$ cat src/rtl/hdlc_rx_channel.sv
// HDLC serial receive front end: flag/abort detection, zero de-stuffing,
// LSB-first byte assembly and frame delimiting toward the Rx buffer and FCS logic.
module hdlc_rx_channel #(
    parameter int MAX_BYTES = 128
) (
    input  logic                               Clk,
    input  logic                               Rst,
    input  logic                               Rx,
    input  logic                               RxEN,
    output logic [7:0]                         Rx_Data,
    output logic                               Rx_NewByte,
    output logic                               Rx_FlagDetect,
    output logic                               Rx_AbortDetect,
    output logic                               Rx_ValidFrame,
    output logic                               Rx_StartZeroDetect,
    output logic                               Rx_EoF,
    output logic                               Rx_FrameError,
    output logic                               Rx_AbortSignal,
    output logic [$clog2(MAX_BYTES+1)-1:0]     Rx_FrameSize
);

    localparam int CW = $clog2(MAX_BYTES + 1);
    localparam logic [CW-1:0] BYTE_MAX = CW'(MAX_BYTES);
    localparam logic [CW-1:0] BYTE_ONE = CW'(1);
    localparam logic [CW-1:0] BYTE_TWO = CW'(2);

    localparam logic [0:0] ST_IDLE  = 1'b0;
    localparam logic [0:0] ST_FRAME = 1'b1;

    localparam logic [7:0] FLAG_PAT  = 8'h7E;
    // Oldest bit sits in window[0]: a 0 followed by seven 1s reads as 8'hFE.
    localparam logic [7:0] ABORT_PAT = 8'hFE;

    logic          rxd;
    logic [7:0]    window;
    logic [3:0]    skip;
    logic [2:0]    ones;
    logic [0:0]    state;
    logic [2:0]    bit_cnt;
    logic [CW-1:0] byte_cnt;
    logic [6:0]    shreg;
    logic          reopen;

    logic [7:0]    window_next;
    logic          data_bit;
    logic          flag_hit;
    logic          abort_hit;

    always_comb begin
        window_next = {rxd, window[7:1]};
        data_bit    = window[0];
        flag_hit    = (window_next == FLAG_PAT);
        abort_hit   = (window_next == ABORT_PAT);
    end

    always_ff @(posedge Clk or negedge Rst) begin
        if (!Rst) begin
            rxd                <= 1'b1;
            window             <= 8'hFF;
            skip               <= 4'd8;
            ones               <= 3'd0;
            state              <= ST_IDLE;
            bit_cnt            <= 3'd0;
            byte_cnt           <= '0;
            shreg              <= 7'd0;
            reopen             <= 1'b0;
            Rx_Data            <= 8'd0;
            Rx_NewByte         <= 1'b0;
            Rx_FlagDetect      <= 1'b0;
            Rx_AbortDetect     <= 1'b0;
            Rx_ValidFrame      <= 1'b0;
            Rx_StartZeroDetect <= 1'b0;
            Rx_EoF             <= 1'b0;
            Rx_FrameError      <= 1'b0;
            Rx_AbortSignal     <= 1'b0;
            Rx_FrameSize       <= '0;
        end else begin
            rxd                <= Rx;
            Rx_NewByte         <= 1'b0;
            Rx_FlagDetect      <= 1'b0;
            Rx_AbortDetect     <= 1'b0;
            Rx_StartZeroDetect <= 1'b0;
            Rx_EoF             <= 1'b0;
            Rx_AbortSignal     <= 1'b0;

            if (!RxEN) begin
                // Disabled: drop any open frame silently, keep last data/size.
                window        <= 8'hFF;
                skip          <= 4'd8;
                state         <= ST_IDLE;
                Rx_ValidFrame <= 1'b0;
                reopen        <= 1'b0;
                ones          <= 3'd0;
                bit_cnt       <= 3'd0;
                byte_cnt      <= '0;
            end else begin
                window         <= window_next;
                Rx_FlagDetect  <= flag_hit;
                Rx_AbortDetect <= abort_hit;

                // Pattern bits are still in the window; discard them as they leave.
                if (flag_hit || abort_hit) begin
                    skip <= 4'd8;
                end else if (skip != 4'd0) begin
                    skip <= skip - 4'd1;
                end

                if (reopen) begin
                    Rx_ValidFrame <= 1'b1;
                    reopen        <= 1'b0;
                end

                if (state == ST_FRAME && Rx_FlagDetect) begin
                    if (bit_cnt != 3'd0 || byte_cnt != '0) begin
                        Rx_EoF        <= 1'b1;
                        Rx_ValidFrame <= 1'b0;
                        reopen        <= 1'b1;
                        Rx_FrameSize  <= byte_cnt;
                        Rx_FrameError <= (bit_cnt != 3'd0) || (byte_cnt < BYTE_TWO);
                    end
                    bit_cnt  <= 3'd0;
                    byte_cnt <= '0;
                    ones     <= 3'd0;
                end else if (state == ST_FRAME && Rx_AbortDetect) begin
                    state          <= ST_IDLE;
                    Rx_ValidFrame  <= 1'b0;
                    Rx_AbortSignal <= 1'b1;
                    reopen         <= 1'b0;
                    bit_cnt        <= 3'd0;
                    byte_cnt       <= '0;
                    ones           <= 3'd0;
                end else if (state == ST_IDLE && Rx_FlagDetect) begin
                    state         <= ST_FRAME;
                    Rx_ValidFrame <= 1'b1;
                    Rx_FrameError <= 1'b0;
                    bit_cnt       <= 3'd0;
                    byte_cnt      <= '0;
                    ones          <= 3'd0;
                end else if (state == ST_FRAME && skip == 4'd0) begin
                    if (!data_bit && ones == 3'd5) begin
                        Rx_StartZeroDetect <= 1'b1;
                        ones               <= 3'd0;
                    end else begin
                        if (!data_bit) begin
                            ones <= 3'd0;
                        end else if (ones != 3'd5) begin
                            ones <= ones + 3'd1;
                        end
                        shreg   <= {data_bit, shreg[6:1]};
                        bit_cnt <= bit_cnt + 3'd1;
                        if (bit_cnt == 3'd7) begin
                            Rx_Data    <= {data_bit, shreg};
                            Rx_NewByte <= 1'b1;
                            if (byte_cnt != BYTE_MAX) begin
                                byte_cnt <= byte_cnt + BYTE_ONE;
                            end
                        end
                    end
                end
            end
        end
    end

endmodule

$ cat config.mk
export PLATFORM = sky130hd
export DESIGN_NAME = hdlc_rx_channel
export DESIGN_NICKNAME = d
export VERILOG_FILES = /design/src/rtl/hdlc_rx_channel.sv
export SDC_FILE = /design/constraint.sdc
export NUM_CORES = 1
export LEC_CHECK = 0
export CAP_MARGIN = 20
export CORE_ASPECT_RATIO = 0.8
export CORE_UTILIZATION = 50
export CTS_CLUSTER_SIZE = 16
export DETAILED_ROUTE_END_ITERATION = 12
export PLACE_DENSITY = 0.73
export SLEW_MARGIN = 20
export SYNTH_ARGS = -nofsm -noshare
export SYNTH_HDL_FRONTEND = slang
export SYNTH_SLANG_ARGS = --single-unit
$ cat constraint.sdc
create_clock -name Clk -period 1.8 [get_ports Clk]
set_input_delay 0.36 -clock Clk [delete_from_list [all_inputs] [get_ports Clk]]
set_output_delay 0.36 -clock Clk [all_outputs]
set_load 0.005 [all_outputs]
==> results_dict.tcl <==
set metrics [dict create \
    overflow 0 \
    cap_violations 0 \
    synth_area_leaders "dfrtp_1, dfstp_2, mux2_2, ha_1, nand2b_1" \
    antenna_cells 0 \
    synthesis.nets 226 \
    crit_type "reg -> reg" \
    via_per_inst 5.39 \
    cts_sinks 59 \
    gp_congestion 0.763 \
    antenna_left 0 \
    insertion_delay_ns 0.34 \
    power-per-cell-area_mw_per_mm2 900 \
    post-dp-hpwl_mm 3.43 \
    yosys_register_bits 59 \
    worst_pin_slew_ns 0.324 \
    die_y_um 66.2 \
    track_usage_pct 22.2 \
    pwr-share-comb_pct 11.9 \
    cts_buffers 9 \
    ctsHoldBuffers 0 \
    crit_path_end_kind "flop" \
    core_area_mm2 0.00476 \
    ir_drop_uv 699 \
    internal_power_uw 2420 \
    syn_inst 214 \
    drcViolationCount 0 \
    num_vias 1864 \
    final_core_util_pct 72.6 \
    cp_data_arrival_time_ns 1.98 \
    layout-drive-gt1-share_pct 34.6 \
    cts_buffer_depth 2 \
    cts_root_buffer "clkbuf_8" \
    synth_cell_types 37 \
    hold_viol 0 \
    fin_worst_skew_ns 0.00637 \
    relSlewSlack_pct 78.2 \
    drt-total-wl_mm 5.04 \
    clkPwrFrac_pct 42.7 \
    p_sw_share_pct 22.1 \
    setup_tns_ns 0 \
    htree_levels 3 \
    cts.clk_slew.worst_paths_ns 0.06 \
    io_buffers 27 \
    synth_area_mm2 0.00257 \
    first_pass_iters 4 \
    cp_cell_sequence "or4_4 -> nor4_4 -> nor2_2 -> buf_6 -> mux2_2" \
    n_fill_cell 344 \
    first_iter_violations 58 \
    grt_max_degree 60 \
    cts_tree "built" \
    crit_start "byte_cnt[2]" \
    io_pins 28 \
    grt_antenna_before_repair 0 \
    synth_top_area_share_pct 47.7 \
    finalCritPeriodShare_pct 97.6 \
    ys_seq_area_share_pct 57.9 \
    power_switching_uw 688 \
    fin_nets 293 \
    finalSetupViolCount 0 \
    fin_crit_ns 1.76 \
    synth_edf_count 0 \
    die_area_mm2 0.00544 \
    rows 22 \
    hold_class "in -> async" \
    post_drt_wl_per_cell_um 14.6 \
    p_seq_share_pct 45.4 \
    start_kind "flop" \
    yosysWarnings 0 \
    status "complete, no violations" \
    start_util_pct 54.0 \
    r2r-start "byte_cnt[2]" \
    cellLeakagePower_uw 0.00160 \
    crit_fanout 9 \
    die_w_um 82.2 \
    synth_top_cell_by_area "dfrtp_1" \
    grt_pass1_vias 1806 \
    critPathRequiredTime_ns 2.02 \
    slowest_delay_ns 0.57 \
    grt_pass1_wl_mm 8.53 \
    slowest_stage "or4_4" \
    maxSlewViolCount 0 \
    avgSynthCellArea_um2 12.0 \
    synth-main-ff-cell "dfrtp_1" \
    rsz0062_at_grt "true" \
    synth-async-reset-ratio_pct 100 \
    area_growth_pct 34.5 \
    fmax_mhz 569 \
]
logic make-up (layout without fill, tap and decap cells):
logic type | Yosys count | in the layout | share of synthesized area [%]
muxes | 25 | 25 | 10.8
AOI/OAI and AO/OA | 29 | 29 | 6.86
buffers and inverters | 17 | 89 | 2.58
xor gates and xnor gates | 5 | 5 | 1.70
and+or+nand+nor | 71 | 71 | 16.2
DFF | 59 | 59 | 57.9
adders and majority gates | 8 | 8 | 3.89
placed cells by master, fill, tap and decap left out, types with 4 or more instances in the layout:
cell,Yosys,layout
a21oi_1,10,8
buf_4,0,29
clkbuf_8,0,11
clkdlybuf4s50_1,0,26
dfrtp_1,49,48
dfstp_2,10,10
ha_1,8,7
inv_1,13,11
mux2_2,23,23
nand2_1,11,11
nand2b_1,12,12
nand3b_1,5,5
nor2_1,14,14
o21ai_0,6,6
or3_1,4,4
xnor2_1,5,5
final timing paths:
check,endpoint,slack (ns),depth (start not counted)
worst max-delay path,Rx_FrameSize[0],0.04,5
worst min-delay path,Rx_ValidFrame,0.004,2
worst max register to register,Rx_FrameSize[0],0.04,5
worst min register to register,Rx_AbortDetect,0.49,2
max in group asynchronous,window[7],1.47,2
min in group Clk,rxd,0.44,1
cell usage after synthesis (all sizes together), types with 4 or more instances:
cell type and n:
dfstp 10, xnor2 5, ha 8, nor2 16, nand3 4, nor3 4, a21oi 10, nand2b 12
or3 4, dfrtp 49, o21ai 6, nand2 11, mux2 23, inv 13, nand3b 5
state kept, by name (all words and copies together) (netlist names):
register and flops:
bit_cnt 3, Rx_StartZeroDetect 1, reopen 1, Rx_NewByte 1, Rx_AbortDetect 1, shreg 7
Rx_AbortSignal 1, byte_cnt 8, skip 4, ones 3, state 1, rxd 1
Rx_ValidFrame 1, Rx_FrameSize 8, Rx_FrameError 1, Rx_Data 8, Rx_FlagDetect 1, window 8
routing by layer:
metal	part of all wire, %	track usage, %
met1	46	29.0
met2	48	32.7
met3	4.5	7.59
met4	1.0	10.7
met5	0	0
what timing repair did:
item	CTS	global route
gates resized for setup	1	9
endpoints found under the setup margin	19	13
buffers inserted	1	0
pin swaps	2	0
critical path: cells and delay by family, from the launching register on:
family                 cells  cell delay (ns)
flip-flops                 1             0.39
AND/OR/NAND/NOR            3             0.85
multiplexers               1             0.27
buffers and inverters      1             0.14
layout make-up:
cell class	count	area (µm²)	area share (%)
inverters	13	48.8	1.41
repair buffers	60	546	15.8
well taps	60	75.1	2.17
clock buffers	11	151	4.38
flip-flops and latches	59	1490	43.1
multi-input cells	138	1070	31.0
clock inverters	5	75.1	2.17
power groups by stage:
stage,Sequential (µW),Clock (µW),Combinational (µW)
2_1_floorplan,1440,0,178
3_3_place_gp,1430,0,344
3_5_place_dp,1430,0,356
4_1_cts,1410,1360,367
5_1_grt,1420,1410,409
6_report,1410,1330,370
metrics by stage:
stage / worst slack [ns] / instance area, µm² / hold WS [ns] / cells / power [µW]
floorplan: 0.00574 / 2600 / 0.0644 / 214 / 1620
global placement: -0.119 / 3170 / 0.386 / 329 / 1780
detailed placement: -0.179 / 3170 / 0.384 / 329 / 1790
CTS: 0.00653 / 3420 / 0.0167 / 346 / 3140
global route: -0.00904 / 3460 / 0.0278 / 346 / 3240
finish: 0.0426 / 3460 / 0.00422 / 346 / 3110
Power figures use the tool's default switching activity.
